==> src/rtl/npu_host_seq.sv <==
// Host-side sequencer for the NPU shared we/oe/data bus: streams a load image in,
// waits for the NPU to finish, then reads back a programmable number of results.
module npu_host_seq #(
    parameter int unsigned DATA_W  = 32,
    parameter int unsigned CNT_W   = 13,
    parameter int unsigned OUT_W   = 6,
    parameter int unsigned TIMEOUT = 1024,
    parameter int unsigned RD_LAT  = 1
) (
    input  logic              clk,
    input  logic              rst,
    input  logic              start,
    input  logic [OUT_W-1:0]  num_out,
    input  logic              s_valid,
    input  logic [DATA_W-1:0] s_data,
    input  logic              s_last,
    output logic              s_ready,
    output logic              npu_we,
    output logic              npu_oe,
    output logic [DATA_W-1:0] npu_data_o,
    output logic              npu_data_en,
    input  logic [DATA_W-1:0] npu_data_i,
    input  logic              npu_ready,
    output logic              m_valid,
    output logic [DATA_W-1:0] m_data,
    output logic              busy,
    output logic              done,
    output logic              err,
    output logic [CNT_W-1:0]  load_cnt
);

    localparam int unsigned TMR_W = $clog2(TIMEOUT) + 1;

    typedef enum logic [2:0] {
        StIdle,
        StLoad,
        StWait,
        StRead,
        StDone,
        StErr
    } state_e;

    state_e state_q, state_d;

    logic              last_q;
    logic [DATA_W-1:0] data_q;
    logic              we_q;
    logic [CNT_W-1:0]  cnt_q;
    logic [OUT_W-1:0]  num_q;
    logic [TMR_W-1:0]  tmr_q;
    logic [OUT_W-1:0]  issue_q;
    logic [OUT_W-1:0]  cap_q;
    logic [RD_LAT-1:0] pipe_q;
    logic              m_valid_q;
    logic [DATA_W-1:0] m_data_q;

    logic start_ok;
    logic accept;
    logic capture;
    logic last_beat;

    assign start_ok  = start && (state_q == StIdle || state_q == StDone || state_q == StErr);
    assign accept    = s_valid && s_ready;
    // pipe_q tracks each oe cycle until its read data is due on npu_data_i
    assign capture   = pipe_q[RD_LAT-1];
    assign last_beat = capture && (cap_q == num_q - OUT_W'(1));

    // State register
    always_ff @(posedge clk) begin
        if (rst) begin
            state_q <= StIdle;
        end else begin
            state_q <= state_d;
        end
    end

    // Next-state logic
    always_comb begin
        state_d = state_q;
        unique case (state_q)
            StIdle, StDone, StErr: begin
                if (start) state_d = StLoad;
            end
            // last_q marks the write cycle of the final word; WAIT follows it
            StLoad: begin
                if (last_q) state_d = StWait;
            end
            StWait: begin
                if (npu_ready) begin
                    state_d = (num_q == '0) ? StDone : StRead;
                end else if (tmr_q == TMR_W'(TIMEOUT - 1)) begin
                    state_d = StErr;
                end
            end
            StRead: begin
                if (last_beat) state_d = StDone;
            end
            default: state_d = StIdle;
        endcase
    end

    // Outputs
    always_comb begin
        s_ready = 1'b0;
        npu_oe  = 1'b0;
        busy    = 1'b0;
        done    = 1'b0;
        err     = 1'b0;
        unique case (state_q)
            StLoad: begin
                s_ready = !last_q;
                busy    = 1'b1;
            end
            StWait: busy = 1'b1;
            StRead: begin
                npu_oe = (issue_q != num_q);
                busy   = 1'b1;
            end
            StDone: done = 1'b1;
            StErr:  err  = 1'b1;
            default: ;
        endcase
    end

    assign npu_we      = we_q;
    assign npu_data_en = we_q;
    assign npu_data_o  = data_q;
    assign m_valid     = m_valid_q;
    assign m_data      = m_data_q;
    assign load_cnt    = cnt_q;

    // Datapath registers
    always_ff @(posedge clk) begin
        if (rst) begin
            last_q    <= 1'b0;
            data_q    <= '0;
            we_q      <= 1'b0;
            cnt_q     <= '0;
            num_q     <= '0;
            tmr_q     <= '0;
            issue_q   <= '0;
            cap_q     <= '0;
            pipe_q    <= '0;
            m_valid_q <= 1'b0;
            m_data_q  <= '0;
        end else begin
            we_q <= accept;
            if (accept) data_q <= s_data;

            if (start_ok) begin
                cnt_q   <= '0;
                num_q   <= num_out;
                last_q  <= 1'b0;
                issue_q <= '0;
                cap_q   <= '0;
            end else begin
                if (accept) begin
                    if (cnt_q != {CNT_W{1'b1}}) cnt_q <= cnt_q + CNT_W'(1);
                    if (s_last) last_q <= 1'b1;
                end else if (state_q == StLoad && last_q) begin
                    last_q <= 1'b0;
                end
                if (npu_oe)  issue_q <= issue_q + OUT_W'(1);
                if (capture) cap_q   <= cap_q + OUT_W'(1);
            end

            tmr_q <= (state_q == StWait && state_d == StWait) ? tmr_q + TMR_W'(1) : '0;

            pipe_q[0] <= npu_oe;
            for (int i = 1; i < RD_LAT; i++) begin
                pipe_q[i] <= pipe_q[i-1];
            end

            m_valid_q <= capture;
            if (capture) m_data_q <= npu_data_i;
        end
    end

endmodule

==> config.mk <==
export PLATFORM = sky130hd
export DESIGN_NAME = npu_host_seq
export DESIGN_NICKNAME = d
export VERILOG_FILES = /design/src/rtl/npu_host_seq.sv
export SDC_FILE = /design/constraint.sdc
export NUM_CORES = 1
export LEC_CHECK = 0
export BUFFER_PORTS_ARGS = -buffer_cell sky130_fd_sc_hd__buf_2
export CORE_MARGIN = 5
export CORE_UTILIZATION = 50
export CTS_BUF_LIST = sky130_fd_sc_hd__clkbuf_4 sky130_fd_sc_hd__clkbuf_8
export DETAILED_ROUTE_END_ITERATION = 10
export GPL_TIMING_DRIVEN = 0
export HOLD_SLACK_MARGIN = 0.05
export PLACE_DENSITY = 0.88
export SYNTH_ARGS = -nofsm -noshare
export SYNTH_HDL_FRONTEND = slang
export SYNTH_SLANG_ARGS = --single-unit
export TNS_END_PERCENT = 5
==> constraint.sdc <==
create_clock -name clk -period 2.35 [get_ports clk]
set_input_delay 0.705 -clock clk [delete_from_list [all_inputs] [get_ports clk]]
set_output_delay 0.705 -clock clk [all_outputs]
set_load 0.02 [all_outputs]
==> results.md, run 1 <==
- Setup TNS: 0 ps
- Avg WL per Cell: 14.1 um
- Largest family of logic cells by synthesized area: simple AND/OR/NAND/NOR gates
- Final Hold Vio Count: 0
- Initial antenna violation count: 0
- Layout cells sized above 1: 30.6%
- Post-Syn Instances: 524
- Clk buf depth: 2
- Worst hold path type: reg2reg
- Vias: around 4300
- Max Fclk: 0.441 GHz
- Leading area contributor after synthesis: dfxtp_1
- Yosys top cell area share: 48.4%
- Top layer reached by signal wires: met4
- RSZ-0062 raised after global routing: no
- PortBufs: 160
- First-pass GRT wire length: 19200 um
- Worst-skew pair later-pin latency: 410 ps
- CP endpoint kind: output port
- Period utilization: 96.5%
- Setup CP Type: reg2out
- Ys flop type: dfxtp_1
- DP Wirelength: 8840 um
- Total wire length: 11600 um
- Total chip power: ~4.4 mW
- Least-Margin Pin Slew: 658 ps
- All-Layer GR Usage: 20.7%
- Clock sinks: ~110
- Simple-gate share of the synthesized area: 21.7%
- Post-synth top cells: dfxtp_1 (113), nand2_1 (85), nor2_1 (81)
- Final hold slack: 449 ps
- Ant diodes: 0
- Syn nets: 606
- CTS buffer count: 17
- CTS tree: built
- Complex-gate fraction of the synthesized area: 8.93%
- Die height: 107 um
- Netlist cell types: between 50 and 60
- Ys async rst share: 0%
- Worst-case reg-to-reg path depth: 6
- Max FO, Critical Path: 8
- Final count of negative-setup-slack endpoints: 0
- Largest net degree at the start of global routing: 17
- Hold path depth: 2
- Rows: 35
- Core area: 9200 um2
- Min-delay src: tmr_q[10]
- Seq/Total Area, Yosys: 48.4%
- Worst reg2reg path endpoint: state_q[0]
- Residual DRC: 0
- RD Place Congestion: 0.852
- Hold EP: tmr_q[10]
- Number of global-route vias before repair: 4311
- Total grt overflow: 0
- Slew Viols, Final: 0
- Number of DRC markers in iteration 0: approximately 140
- Router iterations before antenna repair: 5
- Crit start category: flop
- Met2 wire length: 5740 um
- Top Ports: 161
- Max Cap Viol: 0
- # hold bufs at CTS: 0
- Starting density of the core: 50.9%
- Number of synthesized flops with an enable pin: 0
- ANT nets after route: 0
- Post-synthesis mux area share: under 10%
- Clock skew after layout: 8.70 ps
- Leak: 2.68 nW
- Met3 routed WL: 940 um
- Worst-path clk slew: 70 ps
- DIE AREA: 11400 um2
- R2r startpoint: num_q[0]
- Vias per inst: 5.15
- WP data arrival: 1560 ps
- Mapped Area: ~4700 um2
- CTS H-tree depth: 4
- Cell with the most instances after synthesis: dfxtp_1
- Adder-cell share of the synthesized area: 1.60%
- Synth Area in XOR/XNOR: under 10%
- Root buffer cell: clkbuf_8
- Yosys warns: 0
- Post-synthesis area per instance: 8.93 um2
- Maximum vdd drop: 526 uV
- Area grow syn2layout: 30.3%
- Critical path required time: 1640 ps
- Run status: finished, final reports clean
- Reg2reg setup slack: ~540 ps
- Top cells by area, synth: dfxtp_1 (48%), mux2i_1 (8.8%), nand2_1 (6.8%)
- Number of synthesized register bits: 113
- Post-Route M1 WL: 4710 um
- Pwr/cell area: 724 nW/um2
- Die Wd: roughly 110 um
- Final nets: 786
- Final min period: 2270 ps
- Slew Limit Headroom: 55.8%
worst max path at each step:
stage / start / to / slack [ps]
global route: num_q[2] / npu_oe / 1
CTS: num_q[2] / npu_oe / 40
detailed placement: s_valid / npu_data_o[15] / 210
global placement: num_q[2] / npu_oe / 280
finish: num_q[2] / npu_oe / 80
floorplan: num_q[2] / npu_oe / 500
kinds of logic after synthesis:
group,after synthesis
DFF,113
buffers and inverters,40
and+or+nand+nor,224
xor gates and xnor gates,34
adders and majority gates,6
AOI/OAI and AO/OA,66
muxes,41
worst max-delay path, cell delays in order (launching register included):
cell      delay, ps
dfxtp_1         300
clkbuf_4        170
xor2_1          150
nor2_1          220
a31oi_4         120
buf_4           180
where the power goes:
part | switching (mW) | internal [mW]
registers | 0.0265 | 1.95
clock network | 0.748 | 1.33
logic | 0.207 | 0.145
state kept, by name, summed over array words and instances (netlist names):
name / cells
cap_q: 6
capture: 1
issue_q: 6
last_q: 1
load_cnt: 13
m_data: 32
m_valid: 1
npu_data_en: 1
npu_data_o: 32
num_q: 6
state_q: 3
tmr_q: 11
layout make-up:
class                           instances  area [um2]
Buffer                                 29         160
Clock buffer                           20         275
Clock inverter                         10         181
Fill cell                             742        3100
Inverter                               11        41.3
Multi-Input combinational cell        371        2230
Sequential cell                       113        2260
Tap cell                              111         139
Timing Repair Buffer                  161         811
timing repair:
action | CTS | global route
gates cloned | 0 | 0
resized for setup | 1 | 4
setup buffers | 1 | 0
pin swaps | 1 | 0
endpoints found under the setup margin | 1 | 2
layout by cell type (no fill, tap or decap), drive strengths merged, types with 2 or more instances in the layout:
| master | count |
|---|---|
| xnor2 | 16 |
| a311oi | 3 |
| and4 | 4 |
| xor2 | 18 |
| inv | 12 |
| ha | 6 |
| bufinv | 5 |
| nor4 | 3 |
| o2111ai | 2 |
| nor2b | 3 |
| nor3b | 3 |
| nor3 | 5 |
| clkbuf | 29 |
| mux2i | 41 |
| or2 | 2 |
| clkinv | 3 |
| a211oi | 2 |
| nand2 | 85 |
| nor4b | 2 |
| a31oi | 6 |
| nor2 | 81 |
| dfxtp | 113 |
| o211ai | 3 |
| a31o | 2 |
| nand4 | 6 |
| nand3b | 2 |
| a21oi | 38 |
| nand3 | 13 |
| and3 | 3 |
| and2 | 5 |
| buf | 181 |
stage by stage:
step	cells	area [um2]	util, %	worst slack (ps)
global route	826	6100	66.3	1.09
CTS	826	6090	66.2	41.7
finish	826	6100	66.3	83.0
detailed placement	795	5620	61.1	213
global placement	795	5620	61.1	278
floorplan	524	4680	-	500
metal layers:
metal | GRT usage [%] | vias up
met2 | 35.1 | 154
li1 | - | 2126
met1 | 23.6 | 1955
met3 | 7.71 | 23
met5 | 0 | -
met4 | 8.04 | 0
No activity file was read; power rests on OpenSTA's default activity.
==> run 2: changes to the inputs <==
--- a/config.mk
+++ b/config.mk
@@ -5,6 +5,7 @@
 export SDC_FILE = /design/constraint.sdc
 export NUM_CORES = 1
 export LEC_CHECK = 0
+export ABC_AREA = 1
 export BUFFER_PORTS_ARGS = -buffer_cell sky130_fd_sc_hd__buf_2
 export CORE_MARGIN = 5
 export CORE_UTILIZATION = 50
@@ -12,7 +13,7 @@
 export DETAILED_ROUTE_END_ITERATION = 10
 export GPL_TIMING_DRIVEN = 0
 export HOLD_SLACK_MARGIN = 0.05
-export PLACE_DENSITY = 0.88
+export PLACE_DENSITY = 0.87
 export SYNTH_ARGS = -nofsm -noshare
 export SYNTH_HDL_FRONTEND = slang
 export SYNTH_SLANG_ARGS = --single-unit
==> run 2 against run 1 <==
Compared with the run above:
- sequential share of layout area down 0.34 points
- synthesized area rose by 2.0%
- total power decreased by 4.7%
- clock power fell by 15%
- critical path depth rose by 3
- critical endpoint unchanged
==> results.md, run 2 <==
- Vias: 4805 (was 4258)
- Leading cell types in the layout, fill and taps excluded: nor2_1 (169), buf_2 (166), dfxtp_1 (103), o21ai_0 (81), nand2_1 (72) (was buf_2 (172), dfxtp_1 (113), nand2_1 (85), nor2_1 (81), mux2i_1 (41))
- Max FO, Critical Path: 8 (unchanged)
- Final count of negative-setup-slack endpoints: 0 (unchanged)
- Complex-gate fraction of the synthesized area: 13.6% (was 8.93%)
- Area grow syn2layout: 29.6% (was 30.3%)
- Number of DRC markers in iteration 0: 237 (was 142)
- CTS H-tree depth: 4 (unchanged)
- Residual DRC: 0 (unchanged)
- Least-Margin Pin Slew: 440 ps (was 658 ps)
- Worst hold path type: reg2reg (unchanged)
- Number of synthesized register bits: 113 (unchanged)
- Leak: 2.99 nW (was 2.68 nW)
- Yosys warns: 0 (unchanged)
- Top layer reached by signal wires: met4 (unchanged)
- Critical path required time: 1640 ps (about the same)
- Top Ports: 161 (unchanged)
- Worst-path clk slew: 60 ps (was 70 ps)
- Cell with the most instances after synthesis: nor2_1 (was dfxtp_1)
- Total chip power: 4.20 mW (was 4.41 mW)
- Final nets: 908 (was 786)
- # hold bufs at CTS: 0 (unchanged)
- Most common cell after layout, fill and taps aside: nor2_1 (was buf_2)
- Clock skew after layout: 14.7 ps (was 8.70 ps)
- Met3 routed WL: 945 um (was 940 um)
- Post-Syn Instances: 644 (was 524)
- Netlist cell types: 34 (was 54)
- Leading area contributor after synthesis: dfxtp_1 (unchanged)
- Largest net degree at the start of global routing: 17 (unchanged)
- Post-synthesis mux area share: 0% (was 8.77%)
- Slew Limit Headroom: 70.6% (was 55.8%)
- Slew Viols, Final: 0 (unchanged)
- Initial antenna violation count: 0 (unchanged)
- Clk buf depth: 2 (unchanged)
- DP Wirelength: 9390 um (was 8840 um)
- Synth Area in XOR/XNOR: 2.94% (was 6.37%)
- All-Layer GR Usage: 22.3% (was 20.7%)
- CTS buffer count: 17 (unchanged)
- Router iterations before antenna repair: 5 (unchanged)
- Top cells by area, synth: dfxtp_1 (47%), nor2_1 (13%), o21ai_0 (8.5%) (was dfxtp_1 (48%), mux2i_1 (8.8%), nand2_1 (6.8%))
- Final Hold Vio Count: 0 (unchanged)
- First-pass GRT wire length: 20700 um (was 19200 um)
- Syn nets: 726 (was 606)
- Total grt overflow: 0 (unchanged)
- Mapped Area: 4770 um2 (was 4680 um2)
- Starting density of the core: 51.4% (was 50.9%)
- Run status: finished, final reports clean (unchanged)
- Clock sinks: 113 (unchanged)
- Root buffer cell: clkbuf_8 (unchanged)
- Die Wd: 108 um (was 107 um)
- RD Place Congestion: 0.827 (was 0.852)
- Setup CP Type: reg2out (unchanged)
- Ys async rst share: 0% (unchanged)
- Seq/Total Area, Yosys: 47.4% (was 48.4%)
- CTS tree: built (unchanged)
- Post-synthesis area per instance: 7.41 um2 (was 8.93 um2)
- Crit start category: flop (unchanged)
- Rows: 35 (unchanged)
- Die height: 108 um (was 107 um)
- DIE AREA: 11600 um2 (was 11400 um2)
- Setup TNS: 0 ps (unchanged)
- Yosys top cell area share: 47.4% (was 48.4%)
- Simple-gate share of the synthesized area: 27.9% (was 21.7%)
- Post-synth top cells: nor2_1 (170), dfxtp_1 (113), o21ai_0 (81) (was dfxtp_1 (113), nand2_1 (85), nor2_1 (81))
- Largest family of logic cells by synthesized area: simple AND/OR/NAND/NOR gates (unchanged)
- PortBufs: 159 (was 160)
- Core area: 9280 um2 (was 9200 um2)
- Ys flop type: dfxtp_1 (unchanged)
- Avg WL per Cell: 13.3 um (was 14.1 um)
- Adder-cell share of the synthesized area: 1.57% (was 1.60%)
- Number of synthesized flops with an enable pin: 0 (unchanged)
- WP data arrival: 1600 ps (was 1560 ps)
- Number of global-route vias before repair: 4630 (was 4311)
- ANT nets after route: 0 (unchanged)
- Period utilization: 98.2% (was 96.5%)
- CP endpoint kind: output port (unchanged)
- Pwr/cell area: 679 nW/um2 (was 724 nW/um2)
- Max Fclk: 0.433 GHz (was 0.441 GHz)
- Ant diodes: 0 (unchanged)
- Post-Route M1 WL: 5270 um (was 4710 um)
- Max Cap Viol: 0 (unchanged)
- Layout cells sized above 1: 29.8% (was 30.6%)
- Final min period: 2310 ps (was 2270 ps)
- Vias per inst: 4.96 (was 5.15)
- Worst-skew pair later-pin latency: 430 ps (was 410 ps)
- Total wire length: 12900 um (was 11600 um)
- Met2 wire length: 6410 um (was 5740 um)
- Maximum vdd drop: 456 uV (was 526 uV)
[run 2: cell count changes after synthesis, sizes merged, moves of 4 or more]
cell,before,now
xnor2,16,5
nor2,81,185
a21oi,38,32
inv,11,49
and4,4,0
xor2,18,11
o21ai,1,85
a31oi,6,2
clkbuf,8,16
and2,5,0
nand2,85,76
mux2i,41,0
buf,21,11
nand3,13,24
[run 2: report_power, final]
part           total (mW)  internal (mW)  switching [mW]
logic               0.429          0.155           0.274
registers            2.00           1.97          0.0343
clock network        1.77          0.908           0.862
total                4.20           3.03            1.17
[run 2: area by class of cell]
| type | count | area [um2] |
|---|---|---|
| Inverter | 50 | 190 |
| Sequential cell | 113 | 2270 |
| Multi-Input combinational cell | 454 | 2210 |
| Clock buffer | 19 | 262 |
| Timing Repair Buffer | 164 | 836 |
| Tap cell | 129 | 161 |
| Clock inverter | 13 | 129 |
| Buffer | 26 | 126 |
| Fill cell | 829 | 3100 |
[run 2: kinds of logic (layout without fill, tap and decap cells)]
kind of cell | count (synthesis) | in the layout
buffers and inverters | 77 | 272
XOR/XNOR | 16 | 16
AND/OR/NAND/NOR | 307 | 307
AO/OA/AOI/OAI | 125 | 125
flip-flops | 113 | 113
adder cells (fa/ha/maj) | 6 | 6
[run 2: final timing paths]
path                  from       end  slack (ps)  cells after the start
setup / recovery  num_q[5]    npu_oe          40                      8
hold / removal    tmr_q[0]  tmr_q[0]         450                      1
setup reg to reg  num_q[0]  tmr_q[6]         510                     12
hold reg to reg   tmr_q[0]  tmr_q[0]         450                      1
[run 2: stage by stage]
stage | util (%) | instance area, um2 | setup WS (ps) | cells | hold WS [ps]
floorplan | - | 4770 | 570 | 644 | 418
global placement | 61.7 | 5730 | 73.9 | 932 | 430
detailed placement | 61.7 | 5730 | -12.1 | 932 | 437
CTS | 66.1 | 6130 | 20.7 | 963 | 453
global route | 66.6 | 6190 | -37.4 | 968 | 472
finish | 66.6 | 6190 | 41.4 | 968 | 450
[run 2: layer usage]
layer / up-vias / GRT usage (%)
met1: 2206 / 25.5
met5: - / 0
met3: 22 / 8.10
met4: 0 / 9.38
li1: 2443 / -
met2: 134 / 37.3
[run 2: timing repair]
action | CTS | global route
setup endpoints to repair | 1 | 1
buffers inserted | 0 | 5
pin swaps | 0 | 2
resized for setup | 8 | 9
hold endpoints to repair | 0 | 0
[run 2: critical path, stage by stage (launching register included)]
cell,delay (ps)
dfxtp_2,360
inv_1,90
nand2_1,60
o21ai_0,70
nor2_1,110
nand3_1,130
nand2_4,150
inv_4,60
buf_4,150
